**src/rtl/ft_host_rx_parser.sv**
```systemverilog
// ---------------------------------------------------------------------------
// ft_host_rx_parser
//
// Parses host frames arriving through a ping-pong input FIFO. Each block is
// claimed, drained byte by byte, and released. The parse state survives the
// release, so frames may straddle any number of blocks.
//
// Frame: SYNC_BYTE, cmd, len[23:16], len[15:8], len[7:0], addr (4 bytes,
// MSB first), then len payload words of 4 bytes each, MSB first.
//
// Ports
//   clk, rst                  clock, asynchronous active-low reset
//   in_fifo_ready             a filled block is available to claim
//   in_fifo_activate          claim of the current block
//   in_fifo_count             byte count of the block being claimed
//   in_fifo_read              consume the head byte this cycle
//   in_fifo_data              head byte
//   start_of_frame            head byte starts a host transfer
//   cmd_en                    one-cycle pulse, cmd/cmd_len/cmd_addr valid
//   cmd, cmd_len, cmd_addr    decoded header fields
//   data_valid, data          payload word, held until data_ready
//   data_ready                sink accepts the payload word
//   frame_error               one-cycle pulse on discarded bytes / aborts
//   busy                      parser is not idle
// ---------------------------------------------------------------------------
module ft_host_rx_parser #(
  parameter logic [7:0] SYNC_BYTE = 8'hCD
) (
  input  logic        clk,
  input  logic        rst,
  input  logic        in_fifo_ready,
  output logic        in_fifo_activate,
  input  logic [23:0] in_fifo_count,
  output logic        in_fifo_read,
  input  logic [7:0]  in_fifo_data,
  input  logic        start_of_frame,
  output logic        cmd_en,
  output logic [7:0]  cmd,
  output logic [23:0] cmd_len,
  output logic [31:0] cmd_addr,
  output logic        data_valid,
  output logic [31:0] data,
  input  logic        data_ready,
  output logic        frame_error,
  output logic        busy
);

  typedef enum logic [2:0] {
    S_IDLE,
    S_ACTIVATE,
    S_SYNC,
    S_HEADER,
    S_PAYLOAD,
    S_WORD_OUT,
    S_RELEASE
  } state_e;

  state_e      state_q, state_d;
  state_e      saved_q, saved_d;       // parse phase to resume after ACTIVATE
  logic [23:0] block_count_q, block_count_d;
  logic [2:0]  byte_idx_q, byte_idx_d;
  logic [55:0] hdr_q, hdr_d;           // first 7 header bytes after SYNC
  logic [23:0] word_q, word_d;         // first 3 bytes of a payload word
  logic [23:0] words_left_q, words_left_d;
  logic        activate_q, activate_d;
  logic        in_run_q, in_run_d;     // inside a run of discarded bytes
  logic        cmd_en_q, cmd_en_d;
  logic [7:0]  cmd_q, cmd_d;
  logic [23:0] cmd_len_q, cmd_len_d;
  logic [31:0] cmd_addr_q, cmd_addr_d;
  logic        data_valid_q, data_valid_d;
  logic [31:0] data_q, data_d;
  logic        frame_error_q, frame_error_d;

  logic        claim;
  logic        rd;
  logic        as_sync;
  logic        abort;
  state_e      parse_nxt;

  // The claim is combinational so the block is taken in the IDLE cycle itself,
  // keeping activate low for a single cycle between back-to-back blocks.
  // Gating with rst keeps activate low while reset is held.
  assign claim = (state_q == S_IDLE) && in_fifo_ready && rst;

  // NOTE: combinational block uses blocking '=' and assigns every target a
  // default first, so no path can leave a variable unassigned (no latch).
  always_comb begin
    state_d       = state_q;
    saved_d       = saved_q;
    block_count_d = block_count_q;
    byte_idx_d    = byte_idx_q;
    hdr_d         = hdr_q;
    word_d        = word_q;
    words_left_d  = words_left_q;
    in_run_d      = in_run_q;
    cmd_en_d      = 1'b0;
    cmd_d         = cmd_q;
    cmd_len_d     = cmd_len_q;
    cmd_addr_d    = cmd_addr_q;
    data_valid_d  = data_valid_q;
    data_d        = data_q;
    frame_error_d = 1'b0;
    rd            = 1'b0;
    as_sync       = 1'b0;
    abort         = 1'b0;
    parse_nxt     = state_q;

    case (state_q)
      S_IDLE: begin
        if (claim) begin
          block_count_d = in_fifo_count;
          state_d       = S_ACTIVATE;
        end
      end

      S_ACTIVATE: begin
        state_d = (block_count_q == 24'd0) ? S_RELEASE : saved_q;
      end

      S_SYNC, S_HEADER, S_PAYLOAD: begin
        rd = activate_q && (block_count_q != 24'd0);
        if (rd) begin
          block_count_d = block_count_q - 24'd1;
          // A start-of-frame byte mid-frame aborts it and is then parsed as
          // if the parser were hunting for SYNC.
          abort   = start_of_frame && (state_q != S_SYNC);
          as_sync = (state_q == S_SYNC) || start_of_frame;
          if (abort) begin
            frame_error_d = 1'b1;
          end

          if (as_sync) begin
            if (start_of_frame && (in_fifo_data == SYNC_BYTE)) begin
              parse_nxt  = S_HEADER;
              byte_idx_d = 3'd0;
              in_run_d   = 1'b0;
            end else begin
              parse_nxt = S_SYNC;
              if (!in_run_q) begin
                frame_error_d = 1'b1;
              end
              in_run_d = 1'b1;
            end
          end else if (state_q == S_HEADER) begin
            if (byte_idx_q == 3'd7) begin
              cmd_d        = hdr_q[55:48];
              cmd_len_d    = hdr_q[47:24];
              cmd_addr_d   = {hdr_q[23:0], in_fifo_data};
              cmd_en_d     = 1'b1;
              words_left_d = hdr_q[47:24];
              byte_idx_d   = 3'd0;
              parse_nxt    = (hdr_q[47:24] == 24'd0) ? S_SYNC : S_PAYLOAD;
            end else begin
              hdr_d      = {hdr_q[47:0], in_fifo_data};
              byte_idx_d = byte_idx_q + 3'd1;
              parse_nxt  = S_HEADER;
            end
          end else begin
            if (byte_idx_q == 3'd3) begin
              data_d       = {word_q, in_fifo_data};
              data_valid_d = 1'b1;
              byte_idx_d   = 3'd0;
              parse_nxt    = S_WORD_OUT;
            end else begin
              word_d     = {word_q[15:0], in_fifo_data};
              byte_idx_d = byte_idx_q + 3'd1;
              parse_nxt  = S_PAYLOAD;
            end
          end

          // A pending word is always presented before the block is released.
          state_d = parse_nxt;
          if ((parse_nxt != S_WORD_OUT) && (block_count_d == 24'd0)) begin
            state_d = S_RELEASE;
            saved_d = parse_nxt;
          end
        end
      end

      S_WORD_OUT: begin
        if (data_ready) begin
          data_valid_d = 1'b0;
          words_left_d = words_left_q - 24'd1;
          parse_nxt    = (words_left_q == 24'd1) ? S_SYNC : S_PAYLOAD;
          state_d      = parse_nxt;
          if (block_count_q == 24'd0) begin
            state_d = S_RELEASE;
            saved_d = parse_nxt;
          end
        end
      end

      S_RELEASE: begin
        state_d = S_IDLE;
      end

      default: begin
        state_d = S_IDLE;
      end
    endcase

    activate_d = (state_d != S_IDLE) && (state_d != S_RELEASE);
  end

  // NOTE: sequential state uses non-blocking '<=' so every register samples
  // the values from before the edge, independent of statement order.
  always_ff @(posedge clk or negedge rst) begin
    if (!rst) begin
      state_q       <= S_IDLE;
      saved_q       <= S_SYNC;
      block_count_q <= '0;
      byte_idx_q    <= '0;
      hdr_q         <= '0;
      word_q        <= '0;
      words_left_q  <= '0;
      activate_q    <= 1'b0;
      in_run_q      <= 1'b0;
      cmd_en_q      <= 1'b0;
      cmd_q         <= '0;
      cmd_len_q     <= '0;
      cmd_addr_q    <= '0;
      data_valid_q  <= 1'b0;
      data_q        <= '0;
      frame_error_q <= 1'b0;
    end else begin
      state_q       <= state_d;
      saved_q       <= saved_d;
      block_count_q <= block_count_d;
      byte_idx_q    <= byte_idx_d;
      hdr_q         <= hdr_d;
      word_q        <= word_d;
      words_left_q  <= words_left_d;
      activate_q    <= activate_d;
      in_run_q      <= in_run_d;
      cmd_en_q      <= cmd_en_d;
      cmd_q         <= cmd_d;
      cmd_len_q     <= cmd_len_d;
      cmd_addr_q    <= cmd_addr_d;
      data_valid_q  <= data_valid_d;
      data_q        <= data_d;
      frame_error_q <= frame_error_d;
    end
  end

  assign in_fifo_activate = activate_q || claim;
  assign in_fifo_read     = rd;
  assign cmd_en           = cmd_en_q;
  assign cmd              = cmd_q;
  assign cmd_len          = cmd_len_q;
  assign cmd_addr         = cmd_addr_q;
  assign data_valid       = data_valid_q;
  assign data             = data_q;
  assign frame_error      = frame_error_q;
  assign busy             = (state_q != S_IDLE);

endmodule

```
**config.mk**
```make
export PLATFORM = sky130hd
export DESIGN_NAME = ft_host_rx_parser
export DESIGN_NICKNAME = d
export VERILOG_FILES = /design/src/rtl/ft_host_rx_parser.sv
export SDC_FILE = /design/constraint.sdc
export NUM_CORES = 1
export LEC_CHECK = 0
export CAP_MARGIN = 30
export CORE_MARGIN = 2
export CORE_UTILIZATION = 50
export DETAILED_ROUTE_END_ITERATION = 10
export PLACE_DENSITY_LB_ADDON = 0.1
export SYNTH_ARGS = -nofsm -noshare
export SYNTH_HDL_FRONTEND = slang
export SYNTH_SLANG_ARGS = --single-unit
```
**constraint.sdc**
```tcl
create_clock -name clk -period 5.26 [get_ports clk]
set_clock_uncertainty 0.15 [all_clocks]
set_input_delay 1.578 -clock clk [delete_from_list [all_inputs] [get_ports clk]]
set_output_delay 1.578 -clock clk [all_outputs]
set_load 0.01 [all_outputs]
```
### Yosys cells after proc, flatten, opt, wreduce, memory -nomap -nowiden

Index checks and enable logic that the tools add are counted.

* bits in registers: 238
* latch bits: 0
* memory bits (writable): 0
* bits in read-only memories: 0
* input bits: 37
* output and inout bits: 102
* word-level logic and storage cells: 129
* memories: 0

* add/sub/neg operators: 3
* multiply operators: 0
* div/mod/pow operators: 0
* $lt $le $gt $ge: 0
* equal/unequal tests: 23
* shifts and indexed selects: 0
* multiplexer cells: 54
* bitwise gates (word level): 4
* reductions and logical operators: 29

Operators by type and width (count)
* 24-bit two-way mux: 7
* 24-bit one-hot mux with 2 select lines: 2
* 24-bit logical NOT: 3
* 3-bit two-way mux: 22
* 24-bit by 1-bit subtractor with 24-bit output, second input constant: 2
* 5-bit AND reduction: 5
* 24-bit by 1-bit equality test with 1-bit output, second input constant: 1
* 24-bit nonzero test: 1
* 1-bit two-way mux: 20
* 2-bit != test, second input constant: 10
* 3-bit one-hot mux with 4 select lines: 1
* 6-bit AND reduction: 2
* 3-bit by 2-bit equality test with 1-bit output, second input constant: 3
* 3-bit equality test, second input constant: 3
* 3-bit AND reduction: 3
* 8-bit equality test, second input constant: 1
* 1-bit logical AND: 7
* 3-bit != test, second input constant: 2
* 3-bit one-hot mux with 2 select lines: 1
* 3-bit nonzero test: 2
* 1-bit inverter: 4
* 2-bit nonzero test: 2
* 3-bit by 1-bit adder with 3-bit output, second input constant: 1
* 3-bit by 1-bit equality test with 1-bit output, second input constant: 1
* 6 further kinds: 7

### Logic depth before layout (Yosys ltp)

Gate-level depths: netlist (run 1).

* word-level depth: 14
* depth in mapped cells: 10
* gate-level depth less buffers: 8

### Worst setup path before layout (run 1)

OpenSTA, ideal clock, no wires.

* path kind: input to output
* from: input port rst
* to: output port in_fifo_activate
* arrival: 1775 ps
* data required time: 3532 ps
* path slack: 1757 ps
* stages on the path: 2
* path buffers: 0
* cell sequence: nand3_1 -> nand2b_1

* longest elaborated chain between the ends: 2

RTL lines
* start: declaration: line 30 `input logic rst,`
* 1-bit logical AND: line 84 `assign claim = (state_q == S_IDLE) && in_fifo_ready && rst;`
* 1-bit logical OR: line 246 `assign in_fifo_activate = activate_q || claim;`
* end: declaration: line 32 `output logic in_fifo_activate,`

No other way between the ends.

### Worst setup path in the final report (run 1)

* from: register block_count_q[18]
* to: output port in_fifo_read

* longest elaborated chain between the ends: 3

RTL lines
* start: declaration: line 60 `logic [23:0] block_count_q, block_count_d;`
* start signal: assignment: line 229 `block_count_q <= block_count_d;`
* 24-bit nonzero test: line 122 `rd = activate_q && (block_count_q != 24'd0);`
* 1-bit logical AND: line 122
* 1-bit two-way mux: line 109 `case (state_q)`
* end: declaration: line 34 `output logic in_fifo_read,`

No other way between the ends.

==> results of run 1 <==
critical path: stages, from the launching register on:
cell and delay (ps):
dfrtp_1 450, nor4_2 410, nand4_1 430, o211ai_4 310, inv_2 130, clkdlybuf4s50_1 530
metal layers:
| layer | up-vias | global-route usage (%) | wire length [um] |
|---|---|---|---|
| met5 | - | 0 | 0 |
| met2 | 193 | 36.7 | 12400 |
| met4 | 0 | 4.90 | 388 |
| li1 | 4006 | - | - |
| met1 | 4214 | 31.8 | 12000 |
| met3 | 35 | 3.41 | 1170 |
synth_stat cells, drive strengths merged, types with 12 or more instances:
cell type	number	area [um2]
a21oi	53	265
buf	25	149
clkbuf	32	120
dfrtp	237	5930
inv	16	60.1
mux2	115	1300
nand2	245	920
nand3	14	70.1
nor2	54	205
nor3	29	150
nor4	19	146
o21ai	48	240
or3	12	75.1
through the flow:
stage	instances	utilization [%]	worst slack, ps	total power [mW]
after global placement	1434	58.0	772	3.14
after CTS	1483	62.4	725	5.08
after detailed placement	1436	58.2	765	3.17
final	1483	62.4	738	5.03
after floorplan	1058	-	1760	2.87
after global routing	1483	62.4	552	5.28
final timing paths:
path / start / cells after the start / endpoint / slack [ps]
max in group asynchronous: rst / 4 / word_q[20] / 2800
min in group asynchronous: rst / 1 / cmd[0] / 740
worst max-delay path: block_count_q[18] / 5 / in_fifo_read / 740
worst min-delay path: hdr_q[50] / 2 / cmd[2] / 310
worst min register to register: hdr_q[50] / 2 / cmd[2] / 310
worst max register to register: state_q[0] / 7 / hdr_q[35] / 1810
final cells by class:
class / instances / area share, %
timing repair buffer: 155 / 11.4
tap: 280 / 2.59
sequential: 238 / 44.0
clock inverter: 10 / 1.04
clock buffer: 37 / 5.63
multi-input combinational: 747 / 34.8
inverter: 16 / 0.444
layout by cell type (no fill, tap or decap), types with 5 or more instances in the layout:
| cell type | n |
|---|---|
| a31oi_1 | 11 |
| nor4_1 | 16 |
| ha_1 | 9 |
| dfrtp_1 | 237 |
| clkbuf_8 | 7 |
| a22o_1 | 9 |
| or3_1 | 12 |
| o21ai_0 | 48 |
| nor2_1 | 53 |
| nand4_1 | 7 |
| buf_4 | 15 |
| o31ai_1 | 6 |
| mux2_2 | 114 |
| nand3_1 | 14 |
| clkinv_2 | 5 |
| nand2_1 | 245 |
| o22ai_1 | 5 |
| clkbuf_16 | 26 |
| o32ai_1 | 5 |
| or4_1 | 7 |
| inv_1 | 14 |
| clkdlybuf4s50_1 | 137 |
| o2bb2ai_1 | 6 |
| nor3_1 | 27 |
| or2_2 | 5 |
| a21oi_1 | 52 |
| o22a_1 | 7 |
| a22oi_1 | 6 |
logic make-up (layout without fill, tap and decap cells):
| family | Yosys count | after routing |
|---|---|---|
| simple gates | 422 | 422 |
| flops | 238 | 238 |
| compound gates | 194 | 194 |
| mux | 119 | 119 |
| buf+inv | 73 | 218 |
| fa+ha+maj | 9 | 9 |
| xor+xnor | 3 | 3 |
power groups by stage:
| stage | Clock [mW] | Sequential [mW] | Combinational, mW |
|---|---|---|---|
| 2_1_floorplan | 0 | 2.13 | 0.746 |
| 3_3_place_gp | 0 | 2.20 | 0.940 |
| 3_5_place_dp | 0 | 2.20 | 0.967 |
| 4_1_cts | 1.94 | 2.17 | 0.969 |
| 5_1_grt | 2.01 | 2.20 | 1.07 |
| 6_report | 1.90 | 2.17 | 0.958 |
sequential cells by signal (all words and copies together) (netlist names), 8 cells and up:
name / flops
cmd_len: 24
hdr_q: 56
data: 32
words_left_q: 24
word_q: 24
block_count_q: 24
cmd: 8
cmd_addr: 32
==> metrics.md, run 1 <==
| Metric | Value |
|---|---|
| Max VDD drop | around 0.33 mV |
| First-pass GRT wire length | 43,300 um |
| Clock power frac | between 30% and 40% |
| Fillers | 1,790 |
| Crit-path max FO | 8 |
| Post_cts resized | 0 |
| H-tree depth | 1 |
| Cell Area, Placed | 12,600 um2 |
| Via count | between 8,000 and 9,000 |
| Syn_nets | about 1,100 |
| Register area | 5960 um2 |
| Rows | 54 |
| Starting density of the core | a little over 50% |
| Part of the power in combinational logic | between 10% and 20% |
| Leakage power | around 6.3 nW |
| Post-Synthesis Cell Area | approximately 11,000 um2 |
| Post-Synth Simple-Gate Area | approximately 18% |
| # setup viols final | 0 |
| Seq cells post-synth | between 200 and 250 |
| Outcome | finished clean |
| DRC | 0 |
| RePlAce Congestion | ~0.87 |
| Fin crit share | between 80% and 90% |
| Hold Fails Final Rpt | 0 |
| Worst slew margin | approximately two fifths |
| GRT Total Usage | 22.4% |
| Switching Power | approximately 1.5 mW |
| Post-synthesis sequential area ratio | ~54% |
| Asr flop ratio synth | 100% |
| Routed WL | 26,000 um |
| WP data required | ~3500 ps |
| Via density | between 5 and 6 |
| Final Max Slew Viols | 0 |
| CP endpoint kind | output port |
| Proportion of synthesized area in mux cells | between 10% and 20% |
| Max Cap Viol | 0 |
| Grt total ovfl | 0 |
| Sequential share of power | a little over two fifths |
| Final setup TNS | 0 ps |
| Post-Synth Adder-Cell Area | under 10% |
| 1st-pass router iterations | 5 |
| Hold slack final | 307 ps |
| Unrepaired setup endpoints after global routing | no |
| Ys flop type | dfrtp_1 |
| Switch share | a little under 30% |
| Xor/xnor cell area share of the yosys netlist | less than 1% |
| WL/cell | 17.5 um |
| CTS Buf Count | 26 |
| Root buffer cell | clkbuf_16 |
| Worst-Margin Slew | between 900 and 1000 ps |
| Main combinational cell family by area after synthesis | simple AND/OR/NAND/NOR gates |
| Die height | approximately 150 um |
| DPL Wire Length | 17,100 um |
| Critical path type | flop to output port |
| Hold-fix buffers, CTS | 0 |
| Hold crit path type | flop to flop |
| Die Area | roughly 23,000 um2 |
| Tmin final | roughly 4500 ps |
| Fmax | 221 MHz |
| EDFF count, synth | 0 |
| Largest net degree at the start of global routing | 63 |
| Antenna violations before repair | 0 |
| Port bufs | 138 |
| Die width | 152 um |
| Layout area overhead | 23.1% |
| Power Internal | ~3.6 mW |
| Core area | about 22,000 um2 |
| Net count, final | ~1,200 |
| Layout cells sized above 1 | 17.0% |
| Clk Latency, worst-skew pair | approximately 530 ps |
| Worst setup SP type | flop |
| Compound-Gate Fraction of Synth Area | between 10% and 20% |
| Clk sink count | between 200 and 250 |
| Multi-input logic area | 4710 um2 |
| Post-CTS Setup Inserts | 0 |
| Pwr Density | approximately 370 nW/um2 |
| Post-DRT Antenna Nets | 0 |
| I/O pins | approximately 140 |
| DR iter-0 viols | approximately 440 |
| CTS clk-pin slew, worst paths | around 60 ps |
| Synth warnings | 0 |
| CTS Buffer Depth | 3 |
| Vias in the first global route | ~8,300 |
| Mapped Cells | 1,058 |
| CTS tree | built |
| Distinct cell type count after synthesis | 75 |
| Synth Area per Inst | roughly 10 um2 |
| Design area | around 14,000 um2 |
| WP data arrival | 2790 ps |
| # diodes | 0 |
(Power assumes the default switching activity.)
==> run 2: changes to the inputs <==
- CORE_UTILIZATION: 50 -> 60
- CTS_CLUSTER_DIAMETER: not set -> 30
==> run 2 against run 1 <==
Against the previous run:
- first-iteration DRC count is 73% higher
- largest cell class unchanged
- sequential power hardly changed
- hold slack better by 11 ps
- utilization is 17 points higher
- routed wire length is 2.1% higher
- die area is 16% lower
==> metrics.md, run 2 (synthesis gave the netlist of run 1 again) <==
| Metric | Value |
|---|---|
| Worst Hold End | cmd_addr[20] |
| Fin crit share | 87.1% (+1.1 points) |
| Port bufs | 138 (unchanged) |
| Outcome | finished clean |
| Via density | 5.89 (+3.4%) |
| Pwr Total | 6.26 mW (+25%) |
| Worst setup SP type | flop |
| GRT Total Usage | 27.7% (+5.3 points) |
| Die Area | 19,400 um2 (-16%) |
| Cell count of the worst hold path | 2 (unchanged) |
| Switch share | 27.4% (-1.6 points) |
| Tmin final | 4580 ps (+59.9 ps) |
| DPL Wire Length | 16,600 um (-3.1%) |
| WL/cell | 18.1 um (+3.5%) |
| Final setup TNS | 0 ps (unchanged) |
| Clk Latency, worst-skew pair | 530 ps (about the same) |
| DR iter-0 viols | 766 (+73%) |
| R2R Path End | block_count_q[20] |
| I/O pins | 139 (unchanged) |
| CTS Buffer Depth | 3 (unchanged) |
| Grt total ovfl | 0 (unchanged) |
| Power Internal | 4.55 mW (+27%) |
| First-pass GRT wire length | 44,100 um (+1.7%) |
| Max Cap Viol | 0 (unchanged) |
| Starting density of the core | 61.2% (+11 points) |
| Most common cell after layout, fill and taps aside | nand2_1 |
| DRC | 0 (unchanged) |
| Layout cells sized above 1 | 19.1% (+2.1 points) |
| Hold crit path type | flop to flop |
| Layout area overhead | 29.0% |
| Most flop-heavy register | hdr_q |
| WP data arrival | 2850 ps (+60 ps) |
| # setup viols final | 0 (unchanged) |
| Part of the power in combinational logic | 15.4% (-3.6 points) |
| Die height | 139 um (-8.5%) |
| 1st-pass router iterations | 5 (unchanged) |
| Crit path buf inv count | 2 (unchanged) |
| Fmax | 218 MHz (-1.3%) |
| Critical path type | flop to output port |
| Worst-Margin Slew | 944 ps (+29.3 ps) |
| Switching Power | 1.71 mW (+17%) |
| Post_cts resized | 0 (unchanged) |
| Final Max Slew Viols | 0 (unchanged) |
| Largest net degree at the start of global routing | 166 (+160%) |
| Reg-to-Reg Start | block_count_q[1] |
| Hold Fails Final Rpt | 0 (unchanged) |
| Net count, final | 1,244 (+1.1%) |
| Vias in the first global route | 8,549 (+3.3%) |
| Unrepaired setup endpoints after global routing | no |
| Post-CTS Setup Inserts | 0 (unchanged) |
| Design area | 14,200 um2 (+4.8%) |
| Hold-fix buffers, CTS | 0 (unchanged) |
| CTS tree | built |
| Fillers | 1,155 (-35%) |
| Cell count of the worst reg-to-reg path | 8 (+1) |
| Sequential share of power | 34.9% (-8.3 points) |
| Pwr Density | 442 nW/um2 (+19%) |
| # diodes | 0 (unchanged) |
| Final core area utilization | 78.9% (+17 points) |
| Max VDD drop | 0.428 mV (+31%) |
| Most frequent cells in the layout | nand2_1 (245), dfrtp_1 (237), clkdlybuf4s50_1 (137) |
| Leakage power | 6.57 nW (+5.1%) |
| Crit-path max FO | 8 (unchanged) |
| CTS Buf Count | 44 (+69%) |
| CTS clk-pin slew, worst paths | 50 ps (about the same) |
| Crit-path leading delay family | simple AND/OR/NAND/NOR gates |
| CP cell instances | nor4_2, nand4_1, o211ai_4, inv_2, clkdlybuf4s50_1 |
| CP peak stage delay | 520 ps (about the same) |
| Antenna violations before repair | 0 (unchanged) |
| CP endpoint kind | output port |
| Routed WL | 26,500 um (+2.1%) |
| Largest register FFs | 56 (unchanged) |
| WP data required | 3530 ps (about the same) |
| Worst reg-to-reg setup slack | 1870 ps (+60 ps) |
| Worst slew margin | 36.9% (-2.0 points) |
| Root buffer cell | clkbuf_16 |
| Clock power frac | 49.7% (+12 points) |
| Rows | 49 (-9.3%) |
| Post-DRT Antenna Nets | 0 (unchanged) |
| H-tree depth | 2 (+1) |
| Clk sink count | 238 (unchanged) |
| Hold path start | cmd_addr[20] |
| RePlAce Congestion | 0.880 (+1.7%) |
| Via count | 8,609 (+1.9%) |
| Slowest cell on the critical path | clkdlybuf4s50_1 |
| Die width | 139 um (-8.5%) |
| Cell Area, Placed | 12,500 um2 (-0.90%) |
| Core area | 18,000 um2 (-17%) |
-- run 2: worst max-delay path by stage --
stage                       from               end  slack [ps]  cells past startpoint
2_1_floorplan                rst  in_fifo_activate        1760                      2
5_1_grt        block_count_q[18]      in_fifo_read         530                      5
6_report       block_count_q[18]      in_fifo_read         680                      5
4_1_cts        block_count_q[18]      in_fifo_read         680                      5
3_5_place_dp       in_fifo_ready  in_fifo_activate         780                      4
3_3_place_gp       in_fifo_ready  in_fifo_activate         780                      4
-- run 2: area by class of cell --
class / count / area, um2 / share of cell area [%]
sequential: 238 / 5960 / 42.0
multi-input combinational: 747 / 4710 / 33.2
timing repair buffer: 151 / 1500 / 10.6
clock buffer: 51 / 1190 / 8.40
clock inverter: 30 / 469 / 3.31
tap: 229 / 287 / 2.02
inverter: 16 / 60.1 / 0.424
-- run 2: through the flow --
step           setup slack [ps]  hold WS, ps  cells
6_report                    678          318   1462
4_1_cts                     676          321   1462
3_3_place_gp                778          293   1381
5_1_grt                     532          343   1462
2_1_floorplan              1760          283   1058
3_5_place_dp                780          304   1381
-- run 2: power by group through the flow --
| stage | Combinational [mW] | Sequential [mW] | Clock, mW |
|---|---|---|---|
| floorplan | 0.746 | 2.13 | 0 |
| global placement | 0.924 | 2.20 | 0 |
| detailed placement | 0.953 | 2.20 | 0 |
| CTS | 0.964 | 2.18 | 3.14 |
| global route | 1.06 | 2.21 | 3.23 |
| finish | 0.964 | 2.19 | 3.11 |
-- run 2: per-layer routing --
metal / vias to the layer above / wire, um / global-route usage (%)
met5: - / 0 / 0
met4: 0 / 543 / 9.46
met3: 48 / 1290 / 4.23
met2: 269 / 13000 / 44.8
met1: 4234 / 11700 / 38.6
li1: 4058 / - / -
-- run 2: worst reg2reg max path: cells and delay by family, from the launching register on --
family / cells / cell delay, ps
compound gates: 2 / 180
buf+inv: 1 / 160
fa+ha+maj: 1 / 380
simple gates: 4 / 1950
flops: 1 / 440
==> run 3: changes to the inputs <==
- CORE_UTILIZATION: 60 -> 48
- clock period: 5.26 -> 5.1 ns (I/O delays scaled with it)
==> run 3 against run 2 <==
Against the previous run:
- count of clock-buffer cells in the layout grew 5
- cell count is 4.4% higher
- power up 3.8%
- setup slack worse by 140 ps
- design area is 0.94% higher
- sequential power up 3%
- die area up 24%
- non-clock buffer count decreased by 1
- sequential share of layout area fell by 0.39 points
- largest power group unchanged
- combinational power grew 2.5%
==> metrics.md, run 3 (synthesis gave the netlist of run 1 again) <==
| Metric | Value |
|---|---|
| CP peak stage delay | 530 ps (about the same) |
| First-pass GRT wire length | 44,000 um (-0.25%) |
| Max Cap Viol | 0 (unchanged) |
| Pwr Density | 455 nW/um2 (+2.8%) |
| Cell count of the worst reg-to-reg path | 8 (unchanged) |
| WL/cell | 17.5 um (-3.7%) |
| Post-DRT Antenna Nets | 0 (unchanged) |
| Worst reg-to-reg setup slack | 1710 ps (-160 ps) |
| Rows | 55 (+12%) |
| Post_cts resized | 0 (unchanged) |
| Reg-to-Reg Start | block_count_q[0] |
| Final worst slack | 535 ps (-143 ps) |
| I/O pins | 139 (unchanged) |
| Most common cell after layout, fill and taps aside | nand2_1 |
| CTS clk-pin slew, worst paths | 50 ps (about the same) |
| CP cell instances | nor4_2, nand4_1, o211ai_4, inv_2, clkdlybuf4s50_1 |
| CTS Buf Count | 49 (+11%) |
| Critical path type | flop to output port |
| Met2 routed WL | 12,400 um (-4.8%) |
| Largest register FFs | 56 (unchanged) |
| Antenna violations before repair | 0 (unchanged) |
| Final core area utilization | 63.4% (-16 points) |
| # diodes | 0 (unchanged) |
| M1 wire length | 12,200 um (+4.4%) |
| Starting density of the core | 48.7% (-12 points) |
| Die height | 155 um (+11%) |
| 1st-pass router iterations | 6 (+1) |
| Fin crit share | about nine tenths |
| Worst slew margin | 36.4% (-0.51 points) |
| CP endpoint kind | output port |
| Launch point of the worst path | block_count_q[18] |
| Pwr Total | 6.50 mW (+3.8%) |
| Slowest cell on the critical path | clkdlybuf4s50_1 |
| Met3 routed WL | 1490 um (+15%) |
| Post-CTS Setup Inserts | 0 (unchanged) |
| Most frequent cells in the layout | nand2_1 (245), dfrtp_1 (237), clkdlybuf4s50_1 (137) |
| Root buffer cell | clkbuf_16 |
| Hold Fails Final Rpt | 0 (unchanged) |
| Port bufs | 138 (unchanged) |
| Via density | 5.65 (-4.1%) |
| Outcome | finished clean |
| Hold crit path type | flop to flop |
| Net count, final | 1,248 (+0.32%) |
| Final Max Slew Viols | 0 (unchanged) |
| CTS tree | built |
| Clk sink count | 238 (unchanged) |
| # setup viols final | 0 (unchanged) |
| H-tree depth | 2 (unchanged) |
| GRT Total Usage | 22.6% (-5.0 points) |
| Layout cells sized above 1 | 19.6% (+0.44 points) |
| Layout area overhead | 30.2% |
| DRC | 0 (unchanged) |
| DPL Wire Length | 16,900 um (+1.9%) |
| Grt total ovfl | 0 (unchanged) |
| Largest net degree at the start of global routing | 157 (-5.4%) |
| Worst setup SP type | flop |
| Tmin final | between 4000 and 5000 ps |
| Fmax | around 220 MHz |
| Leakage power | 6.60 nW (+0.35%) |
| Routed WL | 26,700 um (+0.54%) |
| CP Depth | 5 (unchanged) |
| Final setup TNS | 0 ps (unchanged) |
| RePlAce Congestion | 0.832 (-5.5%) |
| DR iter-0 viols | 602 (-21%) |
| R2R Path End | block_count_q[20] |
| Worst-Margin Slew | 952 ps (+7.69 ps) |
| Fillers | 1,861 (+61%) |
| WP data arrival | 2880 ps (+30 ps) |
| Die Area | 24,100 um2 (+24%) |
| Top Layer Used | met4 |
| Max VDD drop | 0.307 mV (-28%) |
| Worst slack at placement | 695 ps (-84.6 ps) |
| Crit-path max FO | 8 (unchanged) |
| Die width | 155 um (+11%) |
| Crit-path leading delay family | simple AND/OR/NAND/NOR gates |
| Clk Latency, worst-skew pair | 540 ps (about the same) |
| Unrepaired setup endpoints after global routing | no |
| CTS Buffer Depth | 3 (unchanged) |
| Crit path buf inv count | 2 (unchanged) |
| Core area | 22,600 um2 (+26%) |
| Vias in the first global route | 8,411 (-1.6%) |
| End of the critical path | in_fifo_read |
| Hold-fix buffers, CTS | 0 (unchanged) |
| Via count | 8,620 (+0.13%) |
| WP data required | 3420 ps (-110 ps) |
| Most flop-heavy register | hdr_q |
run 3: worst min-delay path by stage:
stage	from	endpoint	slack (ps)	cells after the start
after floorplan	hdr_q[48]	cmd[0]	280	2
after global placement	hdr_q[53]	cmd[5]	300	2
after detailed placement	hdr_q[49]	cmd[1]	300	2
after CTS	hdr_q[53]	cmd[5]	310	2
after global routing	cmd_addr[0]	cmd_addr[0]	330	2
final	hdr_q[53]	cmd[5]	310	2
run 3: worst register-to-register path, delay by kind of cell, from the launching register on:
| kind | cells | cell delay [ps] |
|---|---|---|
| and+or+nand+nor | 4 | 1880 |
| DFF | 1 | 450 |
| adders and majority gates | 1 | 410 |
| AOI/OAI and AO/OA | 2 | 180 |
| buffers and inverters | 1 | 160 |
run 3: area by class of cell:
| class | instances | area [um2] | share of cell area, % |
|---|---|---|---|
| inverter | 16 | 60.1 | 0.420 |
| sequential | 238 | 5960 | 41.6 |
| multi-input combinational | 747 | 4710 | 32.9 |
| clock inverter | 34 | 424 | 2.97 |
| timing repair buffer | 150 | 1500 | 10.5 |
| tap | 285 | 357 | 2.49 |
| clock buffer | 56 | 1290 | 9.04 |
run 3: per-stage QoR:
| stage | instances | instance area, um2 | hold WS [ps] |
|---|---|---|---|
| floorplan | 1058 | 11000 | 283 |
| global placement | 1435 | 12600 | 297 |
| detailed placement | 1436 | 12600 | 305 |
| CTS | 1526 | 14300 | 307 |
| global route | 1526 | 14300 | 334 |
| finish | 1526 | 14300 | 306 |
run 3: layer usage:
layer	track usage, %	vias to the layer above
met4	9.17	0
met2	34.7	236
met5	0	-
met1	31.9	4266
li1	-	4063
met3	4.32	55
run 3: report_power, final:
group          switching [mW]  total (mW)  internal, mW
Sequential              0.191        2.25          2.06
Clock                    1.08        3.27          2.19
Combinational           0.549       0.988         0.439
Total                    1.82        6.50          4.68
